$ cat config.mk
export PLATFORM = sky130hd
export DESIGN_NAME = bottleneck_seq_flat
export DESIGN_NICKNAME = d
export VERILOG_FILES = /design/src/rtl/bottleneck_pkg.sv /design/src/rtl/bottleneck_seq_if.sv /design/src/rtl/bottleneck_extend.sv /design/src/rtl/bottleneck_seq.sv /design/src/flat_wrapper.sv
export SDC_FILE = /design/constraint.sdc
export NUM_CORES = 1
export LEC_CHECK = 0
export CORE_MARGIN = 4
export CORE_UTILIZATION = 54
export CTS_BUF_LIST = sky130_fd_sc_hd__clkbuf_4 sky130_fd_sc_hd__clkbuf_8
export CTS_CLUSTER_DIAMETER = 50
export DETAILED_ROUTE_END_ITERATION = 16
export GPL_TIMING_DRIVEN = 0
export PLACE_DENSITY = 0.95
export SYNTH_ARGS = -nofsm -noshare
export SYNTH_HDL_FRONTEND = slang
export SYNTH_HIERARCHICAL = 1
export SYNTH_SLANG_ARGS = --single-unit
export TNS_END_PERCENT = 1
$ cat constraint.sdc
create_clock -name clk_i -period 6.5 [get_ports clk_i]
set_input_delay 0.65 -clock clk_i [delete_from_list [all_inputs] [get_ports clk_i]]
set_output_delay 0.65 -clock clk_i [all_outputs]
set_load 0.05 [all_outputs]
$ cat src/rtl/bottleneck_pkg.sv
// Shared encodings and helpers for the 64-to-16-bit access sequencer.
package bottleneck_pkg;

   typedef enum logic [1:0] {
      SIZ_8  = 2'b00,
      SIZ_16 = 2'b01,
      SIZ_32 = 2'b10,
      SIZ_64 = 2'b11
   } siz_e;

   // ST_TOUT is only reachable when the beat watchdog is built in.
   typedef enum logic [2:0] {
      ST_IDLE,
      ST_BEAT,
      ST_ACK,
      ST_ERR,
      ST_TOUT
   } state_e;

   typedef struct packed {
      logic [63:0] adr;
      logic [63:0] dat;
      siz_e        siz;
      logic        we;
      logic        sgn;
   } req_t;

   function automatic logic [2:0] beats_for(siz_e s);
      case (s)
         SIZ_64:  return 3'd4;
         SIZ_32:  return 3'd2;
         default: return 3'd1;
      endcase
   endfunction

   // Low address bits that must be zero for a naturally aligned access.
   function automatic logic [2:0] align_mask(siz_e s);
      case (s)
         SIZ_16:  return 3'b001;
         SIZ_32:  return 3'b011;
         SIZ_64:  return 3'b111;
         default: return 3'b000;
      endcase
   endfunction

endpackage

$ cat src/rtl/bottleneck_seq_if.sv
// Bus bundle: CPU-side request/response and the 16-bit slave port.
// m_err_bus_o exists only when BOTTLENECK_SEQ_TIMEOUT_EN is defined.
interface bottleneck_seq_if;
   logic [63:0] m_adr_i;
   logic        m_cyc_i;
   logic        m_stb_i;
   logic        m_we_i;
   logic [1:0]  m_siz_i;
   logic        m_signed_i;
   logic [63:0] m_dat_i;
   logic        m_ack_o;
   logic [63:0] m_dat_o;
   logic        m_err_align_o;
`ifdef BOTTLENECK_SEQ_TIMEOUT_EN
   logic        m_err_bus_o;
`endif
   logic [63:0] s_adr_o;
   logic        s_cyc_o;
   logic        s_stb_o;
   logic        s_we_o;
   logic        s_siz_o;
   logic        s_signed_o;
   logic [15:0] s_dat_o;
   logic        s_ack_i;
   logic [15:0] s_dat_i;

   // master: the surrounding system (CPU requester plus peripheral responder)
   modport master (
      output m_adr_i, m_cyc_i, m_stb_i, m_we_i, m_siz_i, m_signed_i, m_dat_i,
      output s_ack_i, s_dat_i,
      input  m_ack_o, m_dat_o, m_err_align_o,
`ifdef BOTTLENECK_SEQ_TIMEOUT_EN
      input  m_err_bus_o,
`endif
      input  s_adr_o, s_cyc_o, s_stb_o, s_we_o, s_siz_o, s_signed_o, s_dat_o
   );

   // slave: the sequencer itself
   modport slave (
      input  m_adr_i, m_cyc_i, m_stb_i, m_we_i, m_siz_i, m_signed_i, m_dat_i,
      input  s_ack_i, s_dat_i,
      output m_ack_o, m_dat_o, m_err_align_o,
`ifdef BOTTLENECK_SEQ_TIMEOUT_EN
      output m_err_bus_o,
`endif
      output s_adr_o, s_cyc_o, s_stb_o, s_we_o, s_siz_o, s_signed_o, s_dat_o
   );
endinterface

$ cat src/rtl/bottleneck_extend.sv
// Combinational read-data extension from access size to 64 bits.
module bottleneck_extend
   import bottleneck_pkg::*;
(
   input  logic [63:0] acc,
   input  siz_e        siz,
   input  logic        sgn,
   output logic [63:0] dat
);
   always_comb begin
      dat = acc;
      case (siz)
         SIZ_8:   dat = {{56{sgn & acc[7]}},  acc[7:0]};
         SIZ_16:  dat = {{48{sgn & acc[15]}}, acc[15:0]};
         SIZ_32:  dat = {{32{sgn & acc[31]}}, acc[31:0]};
         default: dat = acc;
      endcase
   end
endmodule

$ cat src/rtl/bottleneck_seq.sv
// Splits 8/16/32/64-bit master accesses into little-endian 16-bit slave beats.
// Define BOTTLENECK_SEQ_TIMEOUT_EN to add a per-beat watchdog and m_err_bus_o.
module bottleneck_seq
   import bottleneck_pkg::*;
#(
   parameter int TIMEOUT_W = 8
) (
   input  logic            clk_i,
   input  logic            reset_i,
   bottleneck_seq_if.slave bus
);
   if (TIMEOUT_W < 2) begin : g_bad_tw
      $error("TIMEOUT_W must be at least 2");
   end

   state_e      state_q, state_d;
   req_t        req_q;
   logic [1:0]  k_q;
   logic [63:0] acc_q;
   logic [63:0] ext_dat;
   logic        start, misaligned, last, in_beat;

   assign start      = bus.m_cyc_i & bus.m_stb_i;
   assign misaligned = |(bus.m_adr_i[2:0] & align_mask(siz_e'(bus.m_siz_i)));
   assign last       = (k_q == 2'(beats_for(req_q.siz) - 3'd1));
   assign in_beat    = (state_q == ST_BEAT);

`ifdef BOTTLENECK_SEQ_TIMEOUT_EN
   logic [TIMEOUT_W-1:0] cnt_q, cnt_inc;
   logic                 tout;

   assign cnt_inc = cnt_q + TIMEOUT_W'(1);
   assign tout    = &cnt_inc;

   always_ff @(posedge clk_i) begin
      if (!reset_i || !in_beat || bus.s_ack_i) cnt_q <= '0;
      else                                     cnt_q <= cnt_inc;
   end

   assign bus.m_err_bus_o = (state_q == ST_TOUT);
`endif

   always_comb begin
      state_d = state_q;
      case (state_q)
         ST_IDLE: if (start) state_d = misaligned ? ST_ERR : ST_BEAT;
         ST_BEAT: begin
            // Master abort wins over a coincident slave ack.
            if (!bus.m_cyc_i)                state_d = ST_IDLE;
            else if (bus.s_ack_i && last)    state_d = ST_ACK;
`ifdef BOTTLENECK_SEQ_TIMEOUT_EN
            else if (!bus.s_ack_i && tout)   state_d = ST_TOUT;
`endif
         end
         default: state_d = ST_IDLE;
      endcase
   end

   always_ff @(posedge clk_i) begin
      if (!reset_i) begin
         state_q <= ST_IDLE;
         req_q   <= '0;
         k_q     <= '0;
         acc_q   <= '0;
      end else begin
         state_q <= state_d;
         case (state_q)
            ST_IDLE: if (start && !misaligned) begin
               req_q.adr <= bus.m_adr_i;
               req_q.dat <= bus.m_dat_i;
               req_q.siz <= siz_e'(bus.m_siz_i);
               req_q.we  <= bus.m_we_i;
               req_q.sgn <= bus.m_signed_i;
               k_q       <= '0;
               acc_q     <= '0;
            end
            ST_BEAT: if (bus.m_cyc_i && bus.s_ack_i) begin
               acc_q[{k_q, 4'b0000} +: 16] <= bus.s_dat_i;
               if (!last) k_q <= k_q + 2'd1;
            end
            default: ;
         endcase
      end
   end

   bottleneck_extend u_extend (
      .acc (acc_q),
      .siz (req_q.siz),
      .sgn (req_q.sgn),
      .dat (ext_dat)
   );

   assign bus.m_ack_o       = (state_q == ST_ACK);
   assign bus.m_dat_o       = (state_q == ST_ACK && !req_q.we) ? ext_dat : '0;
   assign bus.m_err_align_o = (state_q == ST_ERR);

   // Byte beats keep the unmodified address; wider accesses step by halfwords.
   assign bus.s_cyc_o    = in_beat;
   assign bus.s_stb_o    = in_beat;
   assign bus.s_we_o     = in_beat & req_q.we;
   assign bus.s_siz_o    = in_beat & (req_q.siz != SIZ_8);
   assign bus.s_signed_o = req_q.sgn;
   assign bus.s_adr_o    = in_beat ? req_q.adr + {61'd0, k_q, 1'b0} : '0;
   assign bus.s_dat_o    = !in_beat             ? '0 :
                           (req_q.siz == SIZ_8) ? {8'h00, req_q.dat[7:0]} :
                                                  req_q.dat[{k_q, 4'b0000} +: 16];
endmodule

$ cat src/flat_wrapper.sv
// flat-port wrapper written by rule: the top's interface ports become plain ports
module bottleneck_seq_flat import bottleneck_pkg::*;
#(
   parameter int TIMEOUT_W = 8
)
  (clk_i, reset_i, bus_m_adr_i, bus_m_cyc_i, bus_m_stb_i, bus_m_we_i, bus_m_siz_i, bus_m_signed_i, bus_m_dat_i, bus_s_ack_i, bus_s_dat_i, bus_m_ack_o, bus_m_dat_o, bus_m_err_align_o, bus_s_adr_o, bus_s_cyc_o, bus_s_stb_o, bus_s_we_o, bus_s_siz_o, bus_s_signed_o, bus_s_dat_o);
  bottleneck_seq_if bus_i ();
  input  logic clk_i;
  input  logic reset_i;
  input wire logic [$bits(bus_i.m_adr_i)-1:0] bus_m_adr_i;
  input wire logic [$bits(bus_i.m_cyc_i)-1:0] bus_m_cyc_i;
  input wire logic [$bits(bus_i.m_stb_i)-1:0] bus_m_stb_i;
  input wire logic [$bits(bus_i.m_we_i)-1:0] bus_m_we_i;
  input wire logic [$bits(bus_i.m_siz_i)-1:0] bus_m_siz_i;
  input wire logic [$bits(bus_i.m_signed_i)-1:0] bus_m_signed_i;
  input wire logic [$bits(bus_i.m_dat_i)-1:0] bus_m_dat_i;
  input wire logic [$bits(bus_i.s_ack_i)-1:0] bus_s_ack_i;
  input wire logic [$bits(bus_i.s_dat_i)-1:0] bus_s_dat_i;
  output wire logic [$bits(bus_i.m_ack_o)-1:0] bus_m_ack_o;
  output wire logic [$bits(bus_i.m_dat_o)-1:0] bus_m_dat_o;
  output wire logic [$bits(bus_i.m_err_align_o)-1:0] bus_m_err_align_o;
  output wire logic [$bits(bus_i.s_adr_o)-1:0] bus_s_adr_o;
  output wire logic [$bits(bus_i.s_cyc_o)-1:0] bus_s_cyc_o;
  output wire logic [$bits(bus_i.s_stb_o)-1:0] bus_s_stb_o;
  output wire logic [$bits(bus_i.s_we_o)-1:0] bus_s_we_o;
  output wire logic [$bits(bus_i.s_siz_o)-1:0] bus_s_siz_o;
  output wire logic [$bits(bus_i.s_signed_o)-1:0] bus_s_signed_o;
  output wire logic [$bits(bus_i.s_dat_o)-1:0] bus_s_dat_o;
  assign bus_i.m_adr_i = bus_m_adr_i;
  assign bus_i.m_cyc_i = bus_m_cyc_i;
  assign bus_i.m_stb_i = bus_m_stb_i;
  assign bus_i.m_we_i = bus_m_we_i;
  assign bus_i.m_siz_i = bus_m_siz_i;
  assign bus_i.m_signed_i = bus_m_signed_i;
  assign bus_i.m_dat_i = bus_m_dat_i;
  assign bus_i.s_ack_i = bus_s_ack_i;
  assign bus_i.s_dat_i = bus_s_dat_i;
  assign bus_m_ack_o = bus_i.m_ack_o;
  assign bus_m_dat_o = bus_i.m_dat_o;
  assign bus_m_err_align_o = bus_i.m_err_align_o;
  assign bus_s_adr_o = bus_i.s_adr_o;
  assign bus_s_cyc_o = bus_i.s_cyc_o;
  assign bus_s_stb_o = bus_i.s_stb_o;
  assign bus_s_we_o = bus_i.s_we_o;
  assign bus_s_siz_o = bus_i.s_siz_o;
  assign bus_s_signed_o = bus_i.s_signed_o;
  assign bus_s_dat_o = bus_i.s_dat_o;
  bottleneck_seq #(.TIMEOUT_W(TIMEOUT_W)) u_core (.clk_i(clk_i), .reset_i(reset_i), .bus(bus_i));
endmodule
==> summary.md, run 1 <==
| Metric | Value |
|---|---|
| Outcome | complete, no violations |
| Ys flop type | dfxtp_1 |
| Final Hold Fails | 0 |
| Area Overhead vs Synth | 34.2% |
| Yosys top cell area share | 0.362 |
| Setup Fix Bufs, Post-CTS | 0 |
| Vert. Die Dim | 151 µm |
| Initial antenna violation count | 4 |
| Post-synthesis sequential area ratio | 0.362 |
| Die ar. | 22,800 µm² |
| IO Pins | 304 |
| Compound-Gate Fraction of Synth Area | 0.217 |
| P_int | 1.79 mW |
| Hold Path Class | reg2reg |
| Synth unique cells | 54 |
| Clock-pin slew on the worst setup and hold paths | 100 ps |
| Clk root buf | clkbuf_8 |
| Top post-synthesis cells by area | dfxtp_1, nand2_1, a21boi_0 |
| Maximum root-to-sink buffer count | 2 |
| Hold slack | 468 ps |
| PwrDens | 164 nW/µm² |
| HPWL after DPL | 29,900 µm |
| Initial core utilization | 0.548 |
| Area leader, netlist | dfxtp_1 |
| Post-synth EDFFs | 0 |
| CTS tree | yes |
| Total grt overflow | 0 |
| Layout cells sized above 1 | 0.0544 |
| Largest net degree at the start of global routing | 18 |
| Slew @ Worst Pin | 1360 ps |
| Max VDD drop | 156 µV |
| Synth Cell Area | 11,000 µm² |
| CTS Hold Bufs | 0 |
| Largest family of logic cells by synthesized area | simple AND/OR/NAND/NOR gates |
| Critical Path RT | 5850 ps |
| Total GRT Usage | 0.326 |
| Max Clock Freq | 186 MHz |
| Crit start category | flop |
| Die Wd | 151 µm |
| Core area | 20,200 µm² |
| Clock Power Share | 0.349 |
| Asr flop ratio synth | 0 |
| Worst-path maximum fanout | 9 |
| Synth Area in Adders | 0.00861 |
| WL final | 38,100 µm |
| Gate Count Post-Synth | 1,451 |
| Vias per cell | 5.90 |
| Mapped Nets | 1,611 |
| RSZ-0062 raised after global routing | no |
| Site row count | 52 |
| Routed Antenna Nets | 0 |
| Most frequent cells in the layout | nand2_1, clkdlybuf4s50_1, dfxtp_1, a21boi_0, nand3_1 |
| Mux share of post-synthesis cell area | 0.0265 |
| Simple-Gate Fraction of Synth Area | 0.304 |
| Slew margin rel. | 0.0838 |
| Clock sinks | 200 |
| Final-report setup violation count | 0 |
| Pleak | 4.78 nW |
| Min cycle time layout | 5390 ps |
| Sw Pwr | 0.651 mW |
| Avg Cell Area, Syn | 7.61 µm² |
| Total power | 2.44 mW |
| Util after Layout | 0.735 |
| Sw Share | 0.267 |
| Num CTS Buffers | 17 |
| Crit Path Class | reg2out |
| Final nets | 1,932 |
| Htree depth | 4 |
| Xor/xnor share of the synthesized area | 0.0254 |
| Final RePlAce weighted congestion | 0.956 |
| Post-cts sizing count | 0 |
| Wire per inst | 18.5 µm |
| Max-cap violations | 0 |
| FF+latch count, synth | 200 |
| Via count | 12,100 |
| Reg power frac | 0.525 |
| Clock Latency Late Sink | 480 ps |
| CP arrival | 4740 ps |
| Final Max Slew Viols | 0 |
| Vias in the first global route | 11,700 |
| Syn. warnings | 6 |
| Setup TNS | 0 ps |
| PortBufs | 302 |
| DRC Markers | 0 |
| Tcrit/Tclk final | 0.828 |
| Crit. End Element | output pin |
| 1st-pass router iterations | 6 |
| Commonest non-fill, non-tap cell in the layout | nand2_1 |
| DR iter-0 viols | 1,206 |
| Global-route wire length before repair | 58,900 µm |
| Skew final | 9.90 ps |
| Fillers | 1,531 |
| Comb power frac | 0.126 |
## cell families (layout without fill, tap and decap cells)
group           count (synthesis)  after routing
xor+xnor                       32             32
buf+inv                       145            478
compound gates                350            350
other cells                     0              2
simple gates                  700            700
mux                            17             17
flops                         200            200
fa+ha+maj                       7              7
## power by group through the flow
stage	clock, mW	sequential [mW]	combinational, mW
6_report	0.850	1.28	0.308
3_5_place_dp	0	1.31	0.301
3_3_place_gp	0	1.30	0.295
5_1_grt	0.904	1.28	0.329
2_1_floorplan	0	1.30	0.142
4_1_cts	0.853	1.28	0.303
## path summary, 6_finish.rpt
path | endpoint | cells after the start | slack, ps | startpoint
hold reg to reg | u_core/req_q[8]$_SDFFE_PN0P_ | 2 | 470 | u_core/req_q[8]$_SDFFE_PN0P_
hold / removal | u_core/req_q[8]$_SDFFE_PN0P_ | 2 | 470 | u_core/req_q[8]$_SDFFE_PN0P_
setup / recovery | bus_s_adr_o[59] | 8 | 1110 | u_core/k_q[0]$_SDFFE_PN0P_
setup reg to reg | u_core/acc_q[11]$_SDFFE_PN0P_ | 8 | 2570 | u_core/k_q[0]$_SDFFE_PN0P_
## worst max-delay path, stage by stage, from the launching register on
cell             delay [ps]
dfxtp_1                 430
ha_1                    220
fa_1                    240
nand4_1                 240
nor4_1                 1050
nand4_1                 530
or3_1                   490
a21oi_1                 210
clkdlybuf4s50_1         850
## Yosys cell counts (all sizes together), types with 3 or more instances
master    n
o211ai   32
and2     72
xnor2    12
nand4    30
nor2b     5
and3     15
or3      24
or2       3
o22ai    14
mux2      8
nand3   133
buf      26
clkbuf  108
a21boi  133
a21oi    40
and4      4
nand2   331
or4       6
nor4     10
nand4b    4
dfxtp   200
nor2     44
o31ai    50
o21a      4
ha        6
inv      10
nor3      9
xor2     20
mux4      8
o21ai    72
## flip-flops by register name, summed over array words and instances, names as in the netlist
signal and flops:
u_core/acc_q 64, u_core/bus.s_signed_o 1, u_core/k_q 2, u_core/req_q 131
u_core/state_q 2
## area by class of cell
class | instances | area [µm²] | area share
plain buffers | 134 | 576 | 0.0388
diodes | 2 | 5.00 | 0.000338
clock inverters | 13 | 168 | 0.0113
clock buffers | 18 | 248 | 0.0167
multi-input cells | 1106 | 6420 | 0.433
inverters | 11 | 41.3 | 0.00278
well taps | 270 | 338 | 0.0228
repair buffers | 302 | 3020 | 0.204
flip-flops and latches | 200 | 4000 | 0.270
## through the flow
stage	std cells	instance area [µm²]	worst slack, ps
after CTS	2054	14800	1230
after global placement	2023	14400	1810
final	2056	14800	1110
after global routing	2056	14800	883
after detailed placement	2023	14400	1770
after floorplan	1451	11000	2660
## metal layers
metal | GRT usage | routed length (µm)
met5 | 0 | 31
met4 | 0.186 | 2070
met3 | 0.0682 | 3680
met2 | 0.546 | 18100
met1 | 0.389 | 14200
Power figures use the tool's default switching activity.
==> run 2: changes to the inputs <==
Settings changed: CORE_UTILIZATION 54 to 50, PLACE_DENSITY 0.95 to 0.9.
Clock period 6.5 ns to 5.58 ns, I/O delays scaled along.
==> run 2 against run 1 <==
Flip-flop and latch count unchanged; combinational power increased by 16%; largest power group unchanged; total power increased by 15%; global-route usage decreased by 2.8 points; clock power increased by 11%; hold slack improved by 5.2 ps; design area about the same.
==> summary.md, run 2 (synthesis gave the netlist of run 1 again) <==
| Metric | Value |
|---|---|
| Final nets | 1,932 (unchanged) |
| Clock sinks | 200 (unchanged) |
| Vias in the first global route | 11,300 (was 11,700) |
| Worst-path maximum fanout | 8 (was 9) |
| Comb power frac | 0.128 (was 0.126) |
| 1st-pass router iterations | 6 (unchanged) |
| Layout cells sized above 1 | 0.0560 (was 0.0544) |
| Htree depth | 4 (unchanged) |
| Core area | 21,800 µm² (was 20,200 µm²) |
| Final RePlAce weighted congestion | 0.931 (was 0.956) |
| Clk root buf | clkbuf_8 (unchanged) |
| HPWL after DPL | 30,100 µm (was 29,900 µm) |
| Area of the multi-input gates | 6440 µm² (was 6420 µm²) |
| Final Hold Fails | 0 (unchanged) |
| DRC Markers | 0 (unchanged) |
| Crit Path Class | reg2out (unchanged) |
| Max VDD drop | 141 µV (was 156 µV) |
| Largest register FFs | 131 (unchanged) |
| Initial core utilization | 0.508 (was 0.548) |
| Die ar. | 24,500 µm² (was 22,800 µm²) |
| Total grt overflow | 0 (unchanged) |
| CTS tree | yes (unchanged) |
| Vert. Die Dim | 157 µm (was 151 µm) |
| Die Wd | 157 µm (was 151 µm) |
| Total power | 2.79 mW (was 2.44 mW) |
| Site row count | 54 (was 52) |
| Crit start category | flop (unchanged) |
| Hold Path Class | reg2reg (unchanged) |
| Final Max Slew Viols | 0 (unchanged) |
| Setup Fix Bufs, Post-CTS | 0 (unchanged) |
| Crit. End Element | output pin (unchanged) |
| CP peak stage delay | 850 ps (was 1050 ps) |
| Max Clock Freq | 206 MHz |
| Pleak | 4.78 nW (about the same) |
| Biggest regs | u_core/req_q x131, u_core/acc_q x64 (unchanged) |
| Outcome | complete, no violations (unchanged) |
| Maximum root-to-sink buffer count | 2 (unchanged) |
| Initial antenna violation count | 4 (unchanged) |
| Slew @ Worst Pin | 1040 ps (was 1360 ps) |
| CP bufs+invs | 1 (unchanged) |
| CP arrival | 4300 ps (was 4740 ps) |
| Num CTS Buffers | 17 (unchanged) |
| WL final | 38,000 µm (was 38,100 µm) |
| Setup TNS | 0 ps (unchanged) |
| Reg power frac | 0.534 (was 0.525) |
| Critical Path RT | 5020 ps (was 5850 ps) |
| Most frequent cells in the layout | nand2_1, clkdlybuf4s50_1, dfxtp_1, a21boi_0, nand3_1 (unchanged) |
| Register Area | 4000 µm² (unchanged) |
| Wire per inst | 18.4 µm (was 18.5 µm) |
| Min cycle time layout | 4860 ps |
| Skew final | 10.0 ps (was 9.90 ps) |
| Area Overhead vs Synth | 34.3% (was 34.2%) |
| Final-report setup violation count | 0 (unchanged) |
| Global-route wire length before repair | 58,500 µm (was 58,900 µm) |
| Clock Power Share | 0.339 (was 0.349) |
| CP delay by family, top | simple AND/OR/NAND/NOR gates (unchanged) |
| PwrDens | 188 nW/µm² (was 164 nW/µm²) |
| PortBufs | 302 (unchanged) |
| IO Pins | 304 (unchanged) |
| Routed Antenna Nets | 0 (unchanged) |
| Sw Share | 0.282 (was 0.267) |
| Via count | 12,000 (was 12,100) |
| Largest net degree at the start of global routing | 20 (was 18) |
| DR iter-0 viols | 867 (was 1,206) |
| Util after Layout | 0.682 (was 0.735) |
| Max-cap violations | 0 (unchanged) |
| Sw Pwr | 0.788 mW (was 0.651 mW) |
| Slew margin rel. | 0.304 (was 0.0838) |
| Critical Path, Cell by Cell | ha_1, fa_1, nand4_1, nor4_2, nand4_1, or3_1, a21oi_1, clkdlybuf4s50_1 (was ha_1, fa_1, nand4_1, nor4_1, nand4_1, or3_1, a21oi_1, clkdlybuf4s50_1) |
| Clock-pin slew on the worst setup and hold paths | 110 ps (was 100 ps) |
| P_int | 2.00 mW (was 1.79 mW) |
| Clock Latency Late Sink | 470 ps (was 480 ps) |
| Worst path slowest cell | clkdlybuf4s50_1 (was nor4_1) |
| Vias per cell | 5.79 (was 5.90) |
| Worst R2R Setup Slack | 2000 ps (was 2570 ps) |
| RSZ-0062 raised after global routing | no (unchanged) |
| Worst path most repeated cell | nand4_1 (unchanged) |
| Total GRT Usage | 0.299 (was 0.326) |
| Fillers | 1,787 (was 1,531) |
| Reg with most FFs | u_core/req_q (unchanged) |
| Commonest non-fill, non-tap cell in the layout | nand2_1 (unchanged) |
| Tcrit/Tclk final | 0.871 |
## run 2: power by group through the flow
stage / Combinational (mW) / Clock (mW) / Sequential (mW)
after floorplan: 0.165 / 0 / 1.51
after global placement: 0.344 / 0 / 1.52
after detailed placement: 0.351 / 0 / 1.52
after CTS: 0.352 / 0.952 / 1.49
after global routing: 0.382 / 1.02 / 1.49
final: 0.356 / 0.945 / 1.49
## run 2: layout make-up
| type | instances | share of cell area |
|---|---|---|
| flip-flops and latches | 200 | 0.270 |
| inverters | 11 | 0.00278 |
| multi-input cells | 1106 | 0.434 |
| diodes | 1 | 0.000169 |
| clock buffers | 18 | 0.0163 |
| repair buffers | 302 | 0.204 |
| well taps | 280 | 0.0236 |
| plain buffers | 134 | 0.0388 |
| clock inverters | 14 | 0.0107 |
## run 2: routing by layer
| metal | share of wire | up-vias | global-route usage |
|---|---|---|---|
| li1 | - | 5708 | - |
| met1 | 0.39 | 5497 | 0.365 |
| met2 | 0.48 | 644 | 0.511 |
| met3 | 0.086 | 106 | 0.0525 |
| met4 | 0.041 | 6 | 0.140 |
| met5 | 0.00092 | - | 0 |
## run 2: worst reg2reg max path, stage by stage, from the launching register on
cell and delay [ps]:
dfxtp_1 420, clkbuf_1 430, clkbuf_1 530, inv_1 240, ha_1 420, nor4b_2 730
clkbuf_1 420, nand3_1 130, o21ai_0 190
## run 2: worst paths after layout
kind | cells after the start | end | from
worst max-delay path | 8 | bus_s_adr_o[61] | u_core/k_q[0]$_SDFFE_PN0P_
worst min-delay path | 2 | u_core/req_q[47]$_SDFFE_PN0P_ | u_core/req_q[47]$_SDFFE_PN0P_
worst max register to register | 8 | u_core/acc_q[9]$_SDFFE_PN0P_ | u_core/k_q[0]$_SDFFE_PN0P_
worst min register to register | 2 | u_core/req_q[47]$_SDFFE_PN0P_ | u_core/req_q[47]$_SDFFE_PN0P_
## run 2: timing repair
action                                  in CTS  in global routing
hold buffers                                 0                  0
resized for setup                            0                  1
endpoints found under the setup margin       0                  2
## run 2: metrics by stage
step	cells	hold slack [ps]	worst slack, ps	area (µm²)
5_1_grt	2066	493	361	14800
3_5_place_dp	2033	458	911	14400
6_report	2066	473	717	14800
4_1_cts	2065	474	361	14800
2_1_floorplan	1451	437	1830	11000
3_3_place_gp	2033	447	942	14400
==> run 3: changes to the inputs <==
Settings changed: GPL_TIMING_DRIVEN 0 to not set.
==> run 3 against run 2 <==
Register-to-register slack better by 260 ps; critical path depth unchanged; design area down 2.6%; largest cell class unchanged.
==> summary.md, run 3 (synthesis gave the netlist of run 1 again) <==
| Metric | Value |
|---|---|
| Outcome | complete, no violations (unchanged) |
| Critical Path, Cell by Cell | buf_4, ha_1, a21oi_1, or4_4, or4b_4, or4_1, a21oi_1, clkdlybuf4s50_1 (was ha_1, fa_1, nand4_1, nor4_2, nand4_1, or3_1, a21oi_1, clkdlybuf4s50_1) |
| Initial core utilization | 0.508 (unchanged) |
| IO Pins | 304 (unchanged) |
| Wire per inst | 17.4 µm (was 18.4 µm) |
| Clock sinks | 200 (unchanged) |
| Worst-path maximum fanout | 17 (was 8) |
| Placed cell count | 1,916 (was 2,033) |
| Clock Latency Late Sink | 470 ps (about the same) |
| WL final | 34,000 µm (was 38,000 µm) |
| CP bufs+invs | 2 (was 1) |
| Final Max Slew Viols | 0 (unchanged) |
| DRC Markers | 0 (unchanged) |
| Placement Cell Area | 14,000 µm² (was 14,400 µm²) |
| Critical Path RT | 5020 ps (about the same) |
| Die ar. | 24,500 µm² (unchanged) |
| Tcrit/Tclk final | 0.859 (was 0.871) |
| Final worst setup slack | 788 ps (was 717 ps) |
| Largest net degree at the start of global routing | 167 (was 20) |
| Hold Path Class | reg2reg (unchanged) |
| Worst path slowest cell | clkdlybuf4s50_1 (unchanged) |
| Routed Antenna Nets | 0 (unchanged) |
| Slew @ Worst Pin | 1230 ps (was 1040 ps) |
| Fin area | 14,400 µm² (was 14,800 µm²) |
| Largest register FFs | 131 (unchanged) |
| Via count | 11,300 (was 12,000) |
| Clock-pin slew on the worst setup and hold paths | 110 ps (about the same) |
| Post-cts sizing count | 0 (unchanged) |
| CP peak stage delay | 830 ps (was 850 ps) |
| Area of the multi-input gates | 6480 µm² (was 6440 µm²) |
| Hold slack | 472 ps (was 473 ps) |
| CTS tree | yes (unchanged) |
| PortBufs | 303 (was 302) |
| HPWL after DPL | 24,500 µm (was 30,100 µm) |
| Pleak | 4.68 nW (was 4.78 nW) |
| Max-cap violations | 0 (unchanged) |
| Final Hold Fails | 0 (unchanged) |
| Total GRT Usage | 0.267 (was 0.299) |
| Vias in the first global route | 10,500 (was 11,300) |
| Util after Layout | 0.664 (was 0.682) |
| Max Clock Freq | 209 MHz (was 206 MHz) |
| Crit Path Class | reg2out (unchanged) |
| Total grt overflow | 0 (unchanged) |
| Vias per cell | 5.78 (was 5.79) |
| Fillers | 1,808 (was 1,787) |
| Biggest regs | u_core/req_q x131, u_core/acc_q x64 (unchanged) |
| Total power | 2.77 mW (was 2.79 mW) |
| Setup TNS | 0 ps (unchanged) |
| RSZ-0062 raised after global routing | no (unchanged) |
| Num CTS Buffers | 17 (unchanged) |
| CTS Hold Bufs | 0 (unchanged) |
| Non-filler cells, final | 1,948 (was 2,066) |
| Slew margin rel. | 0.177 (was 0.304) |
| Die Wd | 157 µm (unchanged) |
| Clk root buf | clkbuf_8 (unchanged) |
| Reg with most FFs | u_core/req_q (unchanged) |
| Global-route wire length before repair | 53,400 µm (was 58,500 µm) |
| Initial antenna violation count | 2 (was 4) |
| Setup Fix Bufs, Post-CTS | 0 (unchanged) |
| Antenna Cells | 0 (was 1) |
| Crit start category | flop (unchanged) |
| Htree depth | 4 (unchanged) |
| Worst path most repeated cell | a21oi_1 (was nand4_1) |
| Layout cells sized above 1 | 0.0665 (was 0.0560) |
| Core area | 21,800 µm² (unchanged) |
| CP delay by family, top | simple AND/OR/NAND/NOR gates (unchanged) |
| 1st-pass router iterations | 7 (was 6) |
| Final-report setup violation count | 0 (unchanged) |
| PwrDens | 192 nW/µm² (was 188 nW/µm²) |
| Register Area | 4010 µm² (was 4000 µm²) |
| Max VDD drop | 156 µV (was 141 µV) |
| DR iter-0 viols | 852 (was 867) |
| Vert. Die Dim | 157 µm (unchanged) |
| Final RePlAce weighted congestion | 0.939 (was 0.931) |
| Commonest non-fill, non-tap cell in the layout | nand2_1 (unchanged) |
| CP arrival | 4230 ps (was 4300 ps) |
| Area Overhead vs Synth | 30.8% (was 34.3%) |
| Final nets | 1,815 (was 1,932) |
| Crit. End Element | output pin (unchanged) |
| Most frequent cells in the layout | nand2_1, clkdlybuf4s50_1, dfxtp_1, a21boi_0, nand3_1 (unchanged) |
| Skew final | 15.2 ps (was 10.0 ps) |
| Site row count | 54 (unchanged) |
| Pre-CTS setup slack | 1320 ps (was 911 ps) |
| Min cycle time layout | 4790 ps (was 4860 ps) |
| Maximum root-to-sink buffer count | 2 (unchanged) |
[run 3: final cells by class]
cell class / count / share of cell area
flip-flops and latches: 200 / 0.277
multi-input cells: 1106 / 0.449
clock inverters: 14 / 0.0126
repair buffers: 319 / 0.217
well taps: 280 / 0.0243
clock buffers: 18 / 0.0172
inverters: 11 / 0.00286
[run 3: worst paths after layout]
kind / from / to / slack, ps / cells past startpoint
worst max-delay path: u_core/k_q[1]$_SDFFE_PN0P_ / bus_s_adr_o[54] / 790 / 8
worst min-delay path: u_core/req_q[5]$_SDFFE_PN0P_ / u_core/req_q[5]$_SDFFE_PN0P_ / 470 / 2
worst max register to register: u_core/state_q[1]$_SDFFE_PN0P_ / u_core/acc_q[44]$_SDFFE_PN0P_ / 2260 / 6
worst min register to register: u_core/req_q[5]$_SDFFE_PN0P_ / u_core/req_q[5]$_SDFFE_PN0P_ / 470 / 2
[run 3: per-layer routing]
| metal | vias up | GRT usage | routed length (µm) |
|---|---|---|---|
| met2 | 536 | 0.451 | 16500 |
| met4 | 4 | 0.107 | 1200 |
| met1 | 5175 | 0.329 | 13400 |
| li1 | 5457 | - | - |
| met3 | 86 | 0.0636 | 2870 |
| met5 | - | 0 | 40 |
[run 3: tightest hold or removal path: stages (launching register included)]
cell      delay [ps]
dfxtp_1          320
nand2_1           40
a21boi_0          60
[run 3: report_power, final]
group	internal (mW)	leakage (nW)	total, mW	switching [mW]
clock	0.357	0.211	0.950	0.593
sequential	1.46	1.62	1.49	0.0318
combinational	0.154	2.85	0.328	0.174
==> RTL change 1, RTL diff (settings of run 1) <==
Encoding of `state_e`: now Gray code (3 bits for 5 states).
--- a/src/rtl/bottleneck_pkg.sv
+++ b/src/rtl/bottleneck_pkg.sv
@@ -10,11 +10,11 @@
 
    // ST_TOUT is only reachable when the beat watchdog is built in.
    typedef enum logic [2:0] {
-      ST_IDLE,
-      ST_BEAT,
-      ST_ACK,
-      ST_ERR,
-      ST_TOUT
+      ST_IDLE = 3'b000,
+      ST_BEAT = 3'b001,
+      ST_ACK  = 3'b011,
+      ST_ERR  = 3'b010,
+      ST_TOUT = 3'b110
    } state_e;
 
    typedef struct packed {
Function: no difference found for any inputs over 4 cycles, from zero or initial values and one cycle with reset_i low; so few cycles prove little.
==> RTL change 1 against run 1 <==
Maximum frequency increased by 15%. Clock skew increased by 11 ps. Via count increased by 2.4%. Synthesized area increased by 2.2%. Highest routed layer unchanged. Wire length increased by 3.0%. Critical endpoint is now bus_s_adr_o[21]. Worst setup slack improved by 720 ps. Largest power group unchanged. Cell area increased by 1.8%. Sequential cell count unchanged. Power decreased by 1.0%. Sequential share of layout area decreased by 0.49 points.
==> RTL change 1: results (changes against run 1) <==
status completed (unchanged); initial DRC count 1353 (was 1206); Tot GR Track Use 32.1% (was 32.6%); share of layout cells above drive strength 1 7.12% (was 5.44%); Area after DPL 14700 um^2 (was 14400 um^2); count of nets after finishing 1944 (was 1932); Critical Path Max Stage Delay 850 ps (was 1050 ps); Worst Hold Slack 474 ps (was 468 ps); Sw Ratio 29.7% (was 26.7%); Max VDD drop 148 uV (was 156 uV); largest net degree at the start of global routing 23 (was 18); Syn Nets 1623 (was 1611); Routed wire per std cell 18.9 um (was 18.5 um); clk_skew 21.0 ps (was 9.90 ps); fin util 73.9% (was 73.5%); r2r endpoint u_core/acc_q[7] (was u_core/acc_q[11]); main area contributors after synthesis dfxtp_1 35%, nand2_1 11%, a21boi_0 8.8% (was dfxtp_1 36%, nand2_1 11%, a21boi_0 9.0%); Synth cell types 61 (was 54); post-synthesis sequential area ratio 35.5% (was 36.2%); Filler cells 1529 (was 1531); combinational power 288 uW (was 308 uW); Leak 4.97 nW (was 4.78 nW); first-pass GRT wire length 61000 um (was 58900 um); Via density 5.99 (was 5.90); Reg clk slew, reported paths 120 ps (was 100 ps); Tightest Pin Transition 989 ps (was 1360 ps); pre-CTS setup slack 2450 ps (was 1770 ps); R2R setup slack 3480 ps (was 2570 ps); post-DP HPWL 30800 um (was 29900 um)
-- RTL change 1: how the worst max path moves through the flow --
stage,slack (ps),cells after the start,startpoint,to
floorplan,2660,7,u_core/k_q[0],bus_s_adr_o[45]
global placement,2520,8,u_core/k_q[0],bus_s_adr_o[21]
detailed placement,2450,8,u_core/k_q[0],bus_s_adr_o[21]
CTS,1890,8,u_core/k_q[0],bus_s_adr_o[21]
global route,1670,8,u_core/k_q[0],bus_s_adr_o[21]
finish,1840,8,u_core/k_q[0],bus_s_adr_o[21]
-- RTL change 1: layout make-up --
| cell class | instances | area share (%) |
|---|---|---|
| flip-flops and latches | 200 | 26.5 |
| repair buffers | 302 | 20.0 |
| clock buffers | 17 | 1.55 |
| clock inverters | 15 | 1.32 |
| diodes | 6 | 0.0994 |
| well taps | 270 | 2.24 |
| plain buffers | 137 | 4.19 |
| inverters | 11 | 0.273 |
| multi-input cells | 1115 | 43.8 |
-- RTL change 1: metal layers --
| metal | vias up | global-route usage, % | routed length, um | share of wire, % |
|---|---|---|---|---|
| met5 | - | 0 | 13 | 0.033 |
| met4 | 2 | 16.1 | 1970 | 5.0 |
| met3 | 153 | 7.73 | 4060 | 10 |
| met2 | 787 | 52.9 | 18400 | 47 |
| met1 | 5664 | 39.3 | 14800 | 38 |
| li1 | 5806 | - | - | - |
-- RTL change 1: logic make-up after synthesis --
kind of cell	after synthesis	share of synthesized area, %
simple gates	702	30.7
compound gates	364	22.5
flops	200	35.5
buf+inv	148	5.97
xor+xnor	24	1.86
mux	18	2.68
fa+ha+maj	7	0.842
-- RTL change 1: worst register-to-register path, cell delays in order, from the launching register on --
cell and delay, ps:
dfxtp_1 420, buf_2 290, buf_2 320, inv_1 160, ha_1 380, nor4b_2 610
clkbuf_1 400, nand3_1 150, o21ai_0 200
==> RTL change 2, RTL diff (flow settings as in run 1) <==
Without the edit above. Register the output `bus.m_err_align_o`, without a reset; this adds one clock of latency there.
--- a/src/rtl/bottleneck_seq.sv
+++ b/src/rtl/bottleneck_seq.sv
@@ -92,7 +92,9 @@
 
    assign bus.m_ack_o       = (state_q == ST_ACK);
    assign bus.m_dat_o       = (state_q == ST_ACK && !req_q.we) ? ext_dat : '0;
-   assign bus.m_err_align_o = (state_q == ST_ERR);
+   always_ff @(posedge clk_i) begin
+      bus.m_err_align_o <= (state_q == ST_ERR);
+   end
 
    // Byte beats keep the unmodified address; wider accesses step by halfwords.
    assign bus.s_cyc_o    = in_beat;
Check against the original RTL: not equivalent (Yosys sat finds a counterexample within 4 cycles, from zero or initial values and one cycle with reset_i low).
==> RTL change 2 against run 1 <==
Worst setup slack better by 170 ps. Synthesized cell count hardly changed. Largest cell class unchanged. First-iteration DRC count is 14% lower. Cell area is 1.5% higher. Synthesized area is 0.18% higher. Critical path type unchanged. Power is 10% higher. Wire length is 1.5% higher. Sequential cell count is 1 higher. Clock skew is 16 ps higher.
==> RTL change 2: results (changes against run 1) <==
Mean Syn Cell Area 7.62 um^2 (was 7.61 um^2); post-DP HPWL 30100 um (was 29900 um); Max VDD drop 141 uV (was 156 uV); n_diodes 0 (was 2); clock buffer depth 3 (was 2); post-synthesis sequential area ratio 36.4% (was 36.2%); main area contributors after synthesis dfxtp_1 36%, nand2_1 11%, a21boi_0 9.0% (unchanged); Synth top cells by count 331 x nand2_1, 201 x dfxtp_1, 133 x a21boi_0 (was 331 x nand2_1, 200 x dfxtp_1, 133 x a21boi_0); clk_skew 26.2 ps (was 9.90 ps); Reg clk slew, reported paths 60 ps (was 100 ps); initial DRC count 1040 (was 1206); Filler cells 1429 (was 1531); CTS buffer count 31 (was 17); via count 12200 (was 12100); Leak 4.92 nW (was 4.78 nW); Syn Nets 1612 (was 1611); Area growth, synth to finish 36.1% (was 34.2%); share of layout cells above drive strength 1 6.54% (was 5.44%); Synth top area share 36.4% (was 36.2%); relative slew slack 17.7% (was 8.38%); first-pass GRT wire length 59400 um (was 58900 um); Worst-Skew Late Latency 580 ps (was 480 ps); largest net degree at the start of global routing 17 (was 18); status completed (unchanged); Routed wire per std cell 18.6 um (was 18.5 um)
RTL change 2: cell types whose count changed after synthesis:
cell,run 1,this run
dfxtp_1,200,201
RTL change 2: report_power, final:
part | switching, mW | internal, mW | total, mW
clock | 0.496 | 0.597 | 1.09
combinational | 0.169 | 0.139 | 0.308
sequential | 0.0269 | 1.26 | 1.29
total | 0.692 | 2.00 | 2.69
RTL change 2: through the flow:
stage	power [mW]	hold WS, ps
6_report	2.69	464
5_1_grt	2.77	483
4_1_cts	2.69	464
3_5_place_dp	1.61	455
3_3_place_gp	1.60	448
2_1_floorplan	1.45	437
RTL change 2: path summary, 6_finish.rpt:
| kind | start | end | slack [ps] | cells past startpoint |
|---|---|---|---|---|
| min | u_core/req_q[39] | u_core/req_q[39] | 460 | 2 |
| max reg2reg | u_core/k_q[0] | u_core/acc_q[13] | 2550 | 8 |
| max | u_core/k_q[0] | bus_s_adr_o[59] | 1290 | 8 |
| min reg2reg | u_core/req_q[39] | u_core/req_q[39] | 460 | 2 |
RTL change 2: cell type report:
cell class / count / area share (%)
multi-input cells: 1106 / 42.7
flip-flops and latches: 201 / 26.7
repair buffers: 302 / 20.1
plain buffers: 134 / 3.82
clock buffers: 42 / 3.47
well taps: 270 / 2.24
clock inverters: 9 / 0.673
inverters: 11 / 0.274
RTL change 2: critical path: stages (launching register included):
cell and delay (ps):
dfxtp_1 420, ha_1 230, fa_1 260, nand4_1 240
nor4_2 700, nand4_1 460, or3_1 510, a21oi_1 280
clkdlybuf4s50_1 870
RTL change 2: per-layer routing:
layer	wire, um	up-vias	part of all wire (%)	GRT usage [%]
met5	0	-	0	0
met4	2300	0	6.0	19.2
met3	3820	160	9.9	6.04
met2	18400	741	48	55.3
met1	14100	5535	37	38.4
li1	-	5729	-	-
RTL change 2: cell families (layout without fill, tap and decap cells):
logic type                 count (synthesis)  after routing  share of synthesized area [%]
and+or+nand+nor                          700            700                           30.3
AOI/OAI and AO/OA                        350            350                           21.7
DFF                                      201            201                           36.4
buffers and inverters                    145            498                           5.57
xor gates and xnor gates                  32             32                           2.53
muxes                                     17             17                           2.65
adders and majority gates                  7              7                          0.859
